==> config.mk <==
export PLATFORM = sky130hd
export DESIGN_NAME = reg_trace_bank
export DESIGN_NICKNAME = d
export VERILOG_FILES = /design/src/rtl/reg_trace_bank.sv
export SDC_FILE = /design/constraint.sdc
export NUM_CORES = 2
export LEC_CHECK = 0
export ABC_AREA = 1
export CORE_AREA = 2 2 477 479
export DETAILED_ROUTE_END_ITERATION = 8
export DIE_AREA = 0 0 479 481
export GPL_ROUTABILITY_DRIVEN = 1
export PLACE_DENSITY = 0.71
export SLEW_MARGIN = 20
export SYNTH_ARGS = -nofsm -noshare
export SYNTH_HDL_FRONTEND = slang
export SYNTH_SLANG_ARGS = --single-unit
export TNS_END_PERCENT = 20
==> constraint.sdc <==
create_clock -name usb_clk -period 6.5 [get_ports usb_clk]
set_input_delay 1.3 -clock usb_clk [delete_from_list [all_inputs] [get_ports usb_clk]]
set_output_delay 1.3 -clock usb_clk [all_outputs]
set_load 0.03 [all_outputs]
==> src/rtl/reg_trace_bank.sv <==
// Host-programmable pattern/mask trace rule bank: shadow registers written over the
// register bus, copied to the active set one rule per cycle by a commit sequencer.
module reg_trace_bank #(
  parameter int         pBYTECNT_SIZE = 7,
  parameter int         pBUFFER_SIZE  = 64,
  parameter int         pMATCH_RULES  = 8,
  parameter int         pCOUNT_WIDTH  = 8,
  parameter logic [1:0] pREG_SELECT   = 2'b01
) (
  input  logic                                 usb_clk,
  input  logic                                 reset_n,
  input  logic [7:0]                           reg_address,
  input  logic [pBYTECNT_SIZE-1:0]             reg_bytecnt,
  input  logic [7:0]                           write_data,
  output logic [7:0]                           read_data,
  input  logic                                 reg_read,
  input  logic                                 reg_write,
  input  logic                                 reg_addrvalid,
  output logic                                 selected,
  input  logic                                 I_synchronized,
  input  logic [pBUFFER_SIZE-1:0]              I_matched_data,
  input  logic [pMATCH_RULES*pCOUNT_WIDTH-1:0] I_trace_count,
  output logic [pMATCH_RULES-1:0]              O_pattern_enable,
  output logic [pMATCH_RULES-1:0]              O_pattern_trig_enable,
  output logic [2:0]                           O_trace_width,
  output logic [pMATCH_RULES*pBUFFER_SIZE-1:0] O_patterns,
  output logic [pMATCH_RULES*pBUFFER_SIZE-1:0] O_masks,
  output logic                                 O_busy,
  output logic                                 O_update
);

  localparam int NR = pMATCH_RULES;
  localparam int BW = pBUFFER_SIZE;
  localparam int BB = pBUFFER_SIZE / 8;
  localparam int CB = (pMATCH_RULES * pCOUNT_WIDTH) / 8;
  localparam int IW = (pMATCH_RULES > 1) ? $clog2(pMATCH_RULES) : 1;

  // "ArmTrac2" with the first character in byte 0
  localparam logic [63:0] NAME_STR = 64'h3263_6172_546d_7241;

  localparam logic [5:0] A_NAME = 6'h00, A_REV = 6'h01, A_PEN = 6'h02, A_PTEN = 6'h03;
  localparam logic [5:0] A_TW = 6'h04, A_SYNC = 6'h05, A_RSEL = 6'h06, A_PAT = 6'h07;
  localparam logic [5:0] A_MASK = 6'h08, A_COMMIT = 6'h09, A_SNAP = 6'h0A;
  localparam logic [5:0] A_NRULES = 6'h0B, A_MDATA = 6'h0C;

  typedef enum logic [1:0] {IDLE, COPY, DONE} state_t;

  state_t                  state_q, state_d;
  logic [IW-1:0]           idx_q, idx_d;
  logic [BW-1:0]           sh_pat_q [NR];
  logic [BW-1:0]           sh_pat_d [NR];
  logic [BW-1:0]           sh_mask_q [NR];
  logic [BW-1:0]           sh_mask_d [NR];
  logic [BW-1:0]           act_pat_q [NR];
  logic [BW-1:0]           act_pat_d [NR];
  logic [BW-1:0]           act_mask_q [NR];
  logic [BW-1:0]           act_mask_d [NR];
  logic [NR-1:0]           sh_en_q, sh_en_d, sh_ten_q, sh_ten_d;
  logic [NR-1:0]           en_q, en_d, ten_q, ten_d;
  logic [2:0]              width_q, width_d;
  logic [7:0]              rsel_q, rsel_d;
  logic [NR*pCOUNT_WIDTH-1:0] snap_q, snap_d;
  logic [7:0]              rdata_q, rdata_d;
  logic [7:0]              rd_mux;
  logic [5:0]              addr;
  logic                    wr, busy, byte0;

  assign selected = reg_addrvalid && (reg_address[7:6] == pREG_SELECT);
  assign addr     = reg_address[5:0];
  assign wr       = selected && reg_write;
  assign busy     = (state_q != IDLE);
  assign byte0    = (reg_bytecnt == '0);

  always_comb begin
    rd_mux = 8'h00;
    case (addr)
      A_NAME:
        for (int b = 0; b < 8; b++)
          if (reg_bytecnt == pBYTECNT_SIZE'(b)) rd_mux = NAME_STR[b*8 +: 8];
      A_REV:    if (byte0) rd_mux = 8'h02;
      A_PEN:
        for (int b = 0; b < NR; b++)
          if (reg_bytecnt == pBYTECNT_SIZE'(b / 8)) rd_mux[b % 8] = sh_en_q[b];
      A_PTEN:
        for (int b = 0; b < NR; b++)
          if (reg_bytecnt == pBYTECNT_SIZE'(b / 8)) rd_mux[b % 8] = sh_ten_q[b];
      A_TW:     if (byte0) rd_mux = {5'b0, width_q};
      A_SYNC:   if (byte0) rd_mux = {7'b0, I_synchronized};
      A_RSEL:   if (byte0) rd_mux = rsel_q;
      A_PAT:
        for (int r = 0; r < NR; r++)
          if (rsel_q == 8'(r))
            for (int b = 0; b < BB; b++)
              if (reg_bytecnt == pBYTECNT_SIZE'(b)) rd_mux = sh_pat_q[r][b*8 +: 8];
      A_MASK:
        for (int r = 0; r < NR; r++)
          if (rsel_q == 8'(r))
            for (int b = 0; b < BB; b++)
              if (reg_bytecnt == pBYTECNT_SIZE'(b)) rd_mux = sh_mask_q[r][b*8 +: 8];
      A_COMMIT: if (byte0) rd_mux = {7'b0, busy};
      A_SNAP:
        for (int b = 0; b < CB; b++)
          if (reg_bytecnt == pBYTECNT_SIZE'(b)) rd_mux = snap_q[b*8 +: 8];
      A_NRULES: if (byte0) rd_mux = 8'(NR);
      A_MDATA:
        for (int b = 0; b < BB; b++)
          if (reg_bytecnt == pBYTECNT_SIZE'(b)) rd_mux = I_matched_data[b*8 +: 8];
      default:  rd_mux = 8'h00;
    endcase
  end

  always_comb begin
    state_d    = state_q;
    idx_d      = idx_q;
    sh_pat_d   = sh_pat_q;
    sh_mask_d  = sh_mask_q;
    act_pat_d  = act_pat_q;
    act_mask_d = act_mask_q;
    sh_en_d    = sh_en_q;
    sh_ten_d   = sh_ten_q;
    en_d       = en_q;
    ten_d      = ten_q;
    width_d    = width_q;
    rsel_d     = rsel_q;
    snap_d     = snap_q;
    rdata_d    = (reg_read && selected) ? rd_mux : 8'h00;

    // Register writes; shadow state is frozen while a commit is in flight
    if (wr) begin
      case (addr)
        A_PEN:
          if (!busy)
            for (int b = 0; b < NR; b++)
              if (reg_bytecnt == pBYTECNT_SIZE'(b / 8)) sh_en_d[b] = write_data[b % 8];
        A_PTEN:
          if (!busy)
            for (int b = 0; b < NR; b++)
              if (reg_bytecnt == pBYTECNT_SIZE'(b / 8)) sh_ten_d[b] = write_data[b % 8];
        A_TW:   if (byte0) width_d = write_data[2:0];
        A_RSEL: if (!busy && byte0) rsel_d = write_data;
        A_PAT:
          if (!busy)
            for (int r = 0; r < NR; r++)
              if (rsel_q == 8'(r))
                for (int b = 0; b < BB; b++)
                  if (reg_bytecnt == pBYTECNT_SIZE'(b)) sh_pat_d[r][b*8 +: 8] = write_data;
        A_MASK:
          if (!busy)
            for (int r = 0; r < NR; r++)
              if (rsel_q == 8'(r))
                for (int b = 0; b < BB; b++)
                  if (reg_bytecnt == pBYTECNT_SIZE'(b)) sh_mask_d[r][b*8 +: 8] = write_data;
        A_SNAP: snap_d = I_trace_count;
        default: ;
      endcase
    end

    // Commit sequencer: enables held low while the active set is partially updated
    case (state_q)
      IDLE:
        if (wr && addr == A_COMMIT) begin
          state_d = COPY;
          idx_d   = '0;
          en_d    = '0;
          ten_d   = '0;
        end
      COPY: begin
        for (int r = 0; r < NR; r++)
          if (idx_q == IW'(r)) begin
            act_pat_d[r]  = sh_pat_q[r];
            act_mask_d[r] = sh_mask_q[r];
          end
        idx_d = idx_q + 1'b1;
        if (idx_q == IW'(NR - 1)) begin
          state_d = DONE;
          en_d    = sh_en_q;
          ten_d   = sh_ten_q;
        end
      end
      DONE:    state_d = IDLE;
      default: state_d = IDLE;
    endcase
  end

  always_ff @(posedge usb_clk or negedge reset_n) begin
    if (!reset_n) begin
      state_q  <= IDLE;
      idx_q    <= '0;
      for (int r = 0; r < NR; r++) begin
        sh_pat_q[r]   <= '0;
        sh_mask_q[r]  <= '1;
        act_pat_q[r]  <= '0;
        act_mask_q[r] <= '1;
      end
      sh_en_q  <= '0;
      sh_ten_q <= '0;
      en_q     <= '0;
      ten_q    <= '0;
      width_q  <= 3'd4;
      rsel_q   <= 8'h00;
      snap_q   <= '0;
      rdata_q  <= 8'h00;
    end else begin
      state_q    <= state_d;
      idx_q      <= idx_d;
      sh_pat_q   <= sh_pat_d;
      sh_mask_q  <= sh_mask_d;
      act_pat_q  <= act_pat_d;
      act_mask_q <= act_mask_d;
      sh_en_q    <= sh_en_d;
      sh_ten_q   <= sh_ten_d;
      en_q       <= en_d;
      ten_q      <= ten_d;
      width_q    <= width_d;
      rsel_q     <= rsel_d;
      snap_q     <= snap_d;
      rdata_q    <= rdata_d;
    end
  end

  always_comb begin
    O_patterns = '0;
    O_masks    = '0;
    for (int r = 0; r < NR; r++) begin
      O_patterns[r*BW +: BW] = act_pat_q[r];
      O_masks[r*BW +: BW]    = act_mask_q[r];
    end
  end

  assign read_data             = rdata_q;
  assign O_pattern_enable      = en_q;
  assign O_pattern_trig_enable = ten_q;
  assign O_trace_width         = width_q;
  assign O_busy                = busy;
  assign O_update              = (state_q == DONE);

endmodule
==> metrics.txt <==
Worst-Skew Late Latency 910 ps; worst slew pin tran 1200 ps; Layout Nets 11785; Max Slew Vio Count 0; Worst slew margin 20.3%; DR WL/cell 28.2 um; critical path type input port to flip-flop; gpl congestion 0.969; total track usage 35.4%; PwrDens 235 nW/um2; dominant cells by area after synthesis dfrtp_1, dfstp_2, nand2_1; status finished with violations; violated checks setup timing; first-pass iteration count of the detailed router 6; CP top delay family simple AND/OR/NAND/NOR gates; Die Span X 479 um; largest family of logic cells by synthesized area simple AND/OR/NAND/NOR gates; placed cell count 14317; Cell variety after synth 46; Setup crit start kind input port; die area 230000 um2; vias in the first global route 78938; clock buffer depth 3; CP max stage delay 250 ps; Yosys top cell area share 30.5%; first-pass GRT wire length 586 mm; H-tree Lvls 4; total grt overflow 0; total internal power 21900 uW; fraction of synthesized area in multiplexers 4.61%; Via density 5.57; post-synthesis simple-gate area fraction 15.0%; sequential element share of the synthesized area 59.2%; Period Utilization, post-route 105%; via count 82640; Seq pwr share 47.4%; Post-route DRC 0; Lkg Pwr 0.0512 uW; # setup viols final 8; top cells by instance count after synthesis nand2_1, o21ai_0, dfrtp_1, dfstp_2, inv_1; clock-pin slew on the worst setup and hold paths 60 ps; Hold Path Class input port to async pin; reg2reg end read_data[2]; Hold WS 440 ps; design area 122000 um2; switch share 23.6%; Critical Path AT 7640 ps; number of synthesized register bits 2168; CP max-delay cell nand4_1; Die Height 481 um; dominant cell type by area after synthesis dfrtp_1; most frequent cell after synthesis nand2_1; CP max FO 6; synthesized area 93900 um2; IO Count 1211; CP Buf/Inv Count 19; clock power share 48.8%; worst reg2reg setup slack 120 ps; routed wire length 418 mm; FF-to-FF Start rsel_q[6]; number of port buffers 1210; Final HPWL DP 302 mm; Synth warnings 0; cell repeated most along the worst path nand2_1; Cell Count, Final, Fillers Out 14848; Sw Pwr 6770 uW; area grow syn2layout 29.7%; fmax 0.146 GHz; Fin. Hold Viols 0; Initial Utilization 41.6%; CTS tree done; worst path required time 7300 ps; slack of the critical path -337 ps; FFs w/ async S/R, synth 100%; row cnt 175; CP Capture Type flip-flop; Clock Tree Root clkbuf_16; DP Worst Slack -2600 ps; Mapped Cells 10336; Setup Skew 59.0 ps; Synth Area in XOR/XNOR 0%; syn nets 10499; largest net degree at the start of global routing 217; clk sinks 2168; FF-to-FF path depth 68; initial antenna violation count 29; CTS Hold Bufs 0; CTS Buf Count 224; main flop type after synthesis dfrtp_1; Max rail drop VDD 276 uV; mean area per synthesized cell 9.08 um2; core area 226000 um2; Compound-Gate Fraction of Synth Area 14.2%; Synth Area in Adders 0.0800%; RSZ-0062 raised after global routing true; DRT antenna net count 0; dpl cell area 111000 um2; number of synthesized flops with an enable pin 0; layout cell share with drive strength beyond 1 24.0%; max_cap viols 0; DRT iter0 DRCs 9926; Logic pwr share 3.9%; minimum clock period 6840 ps
[stage by stage]
step / util [%] / total power, uW / TNS [ps]
2_1_floorplan: - / 14100 / 0
3_3_place_gp: 49.2 / 14800 / -16400
3_5_place_dp: 49.2 / 14800 / -16300
4_1_cts: 53.3 / 28700 / -1160
5_1_grt: 53.9 / 29400 / -5000
6_report: 53.9 / 28600 / -1450
[power by group through the flow]
stage	registers [uW]	clock network (uW)	logic, uW
2_1_floorplan	13800	0	313
3_3_place_gp	13800	0	1040
3_5_place_dp	13800	0	1050
4_1_cts	13600	14100	1070
5_1_grt	13600	14600	1180
6_report	13600	14000	1110
[final cells by class]
cell class / instances / area, um2
diodes: 15 / 37.5
clock buffers: 308 / 6410
fillers: 20085 / 104000
flip-flops and latches: 2168 / 55500
inverters: 1017 / 3900
well taps: 3009 / 3760
multi-input cells: 6471 / 33700
repair buffers: 1740 / 16800
clock inverters: 120 / 1610
[cell usage in the layout, fill, tap and decap left out, types with 236 or more instances in the layout]
cell type and instances:
dfstp_2 1025, dfrtp_1 1143, mux2_2 384, inv_1 983
nand2_2 298, clkdlybuf4s50_1 1202, o21ai_0 1964, buf_4 465
a221oi_1 236, nand2_1 2942
[routing by layer]
layer / up-vias / GRT usage [%] / part of all wire, %
li1: 36134 / - / -
met1: 40786 / 45.9 / 39
met2: 4759 / 51.8 / 43
met3: 943 / 9.79 / 11
met4: 18 / 23.5 / 7.7
met5: - / 0 / 0.029
[kinds of logic (layout without fill, tap and decap cells)]
family / after synthesis / count (layout)
AO/OA/AOI/OAI: 2440 / 2440
adder cells (fa/ha/maj): 6 / 6
buffers and inverters: 1697 / 3185
flip-flops: 2168 / 2168
multiplexers: 384 / 384
other: 0 / 15
AND/OR/NAND/NOR: 3641 / 3641
[worst max path at each step]
stage,to,depth (start not counted),from,slack (ps)
finish,read_data[1],62,reg_bytecnt[1],-340
global route,read_data[5],74,reg_bytecnt[5],-670
CTS,read_data[1],73,reg_bytecnt[4],-230
detailed placement,read_data[3],74,reg_bytecnt[4],-2600
global placement,read_data[3],74,reg_bytecnt[4],-2620
floorplan,read_data[3],65,reg_bytecnt[5],1170
[repair_timing]
item / CTS / global route
pin swaps: 104 / 324
gates cloned: 2 / 1
resized for setup: 221 / 331
buffers inserted: 53 / 32
setup endpoints to repair: 8 / 8
[sequential cells by signal, indices dropped and copies added (netlist names), 64 cells and up]
signal,count
sh_mask_q,512
O_patterns,512
snap_q,64
O_masks,512
sh_pat_q,512
No activity file was read; power rests on OpenSTA's default activity.
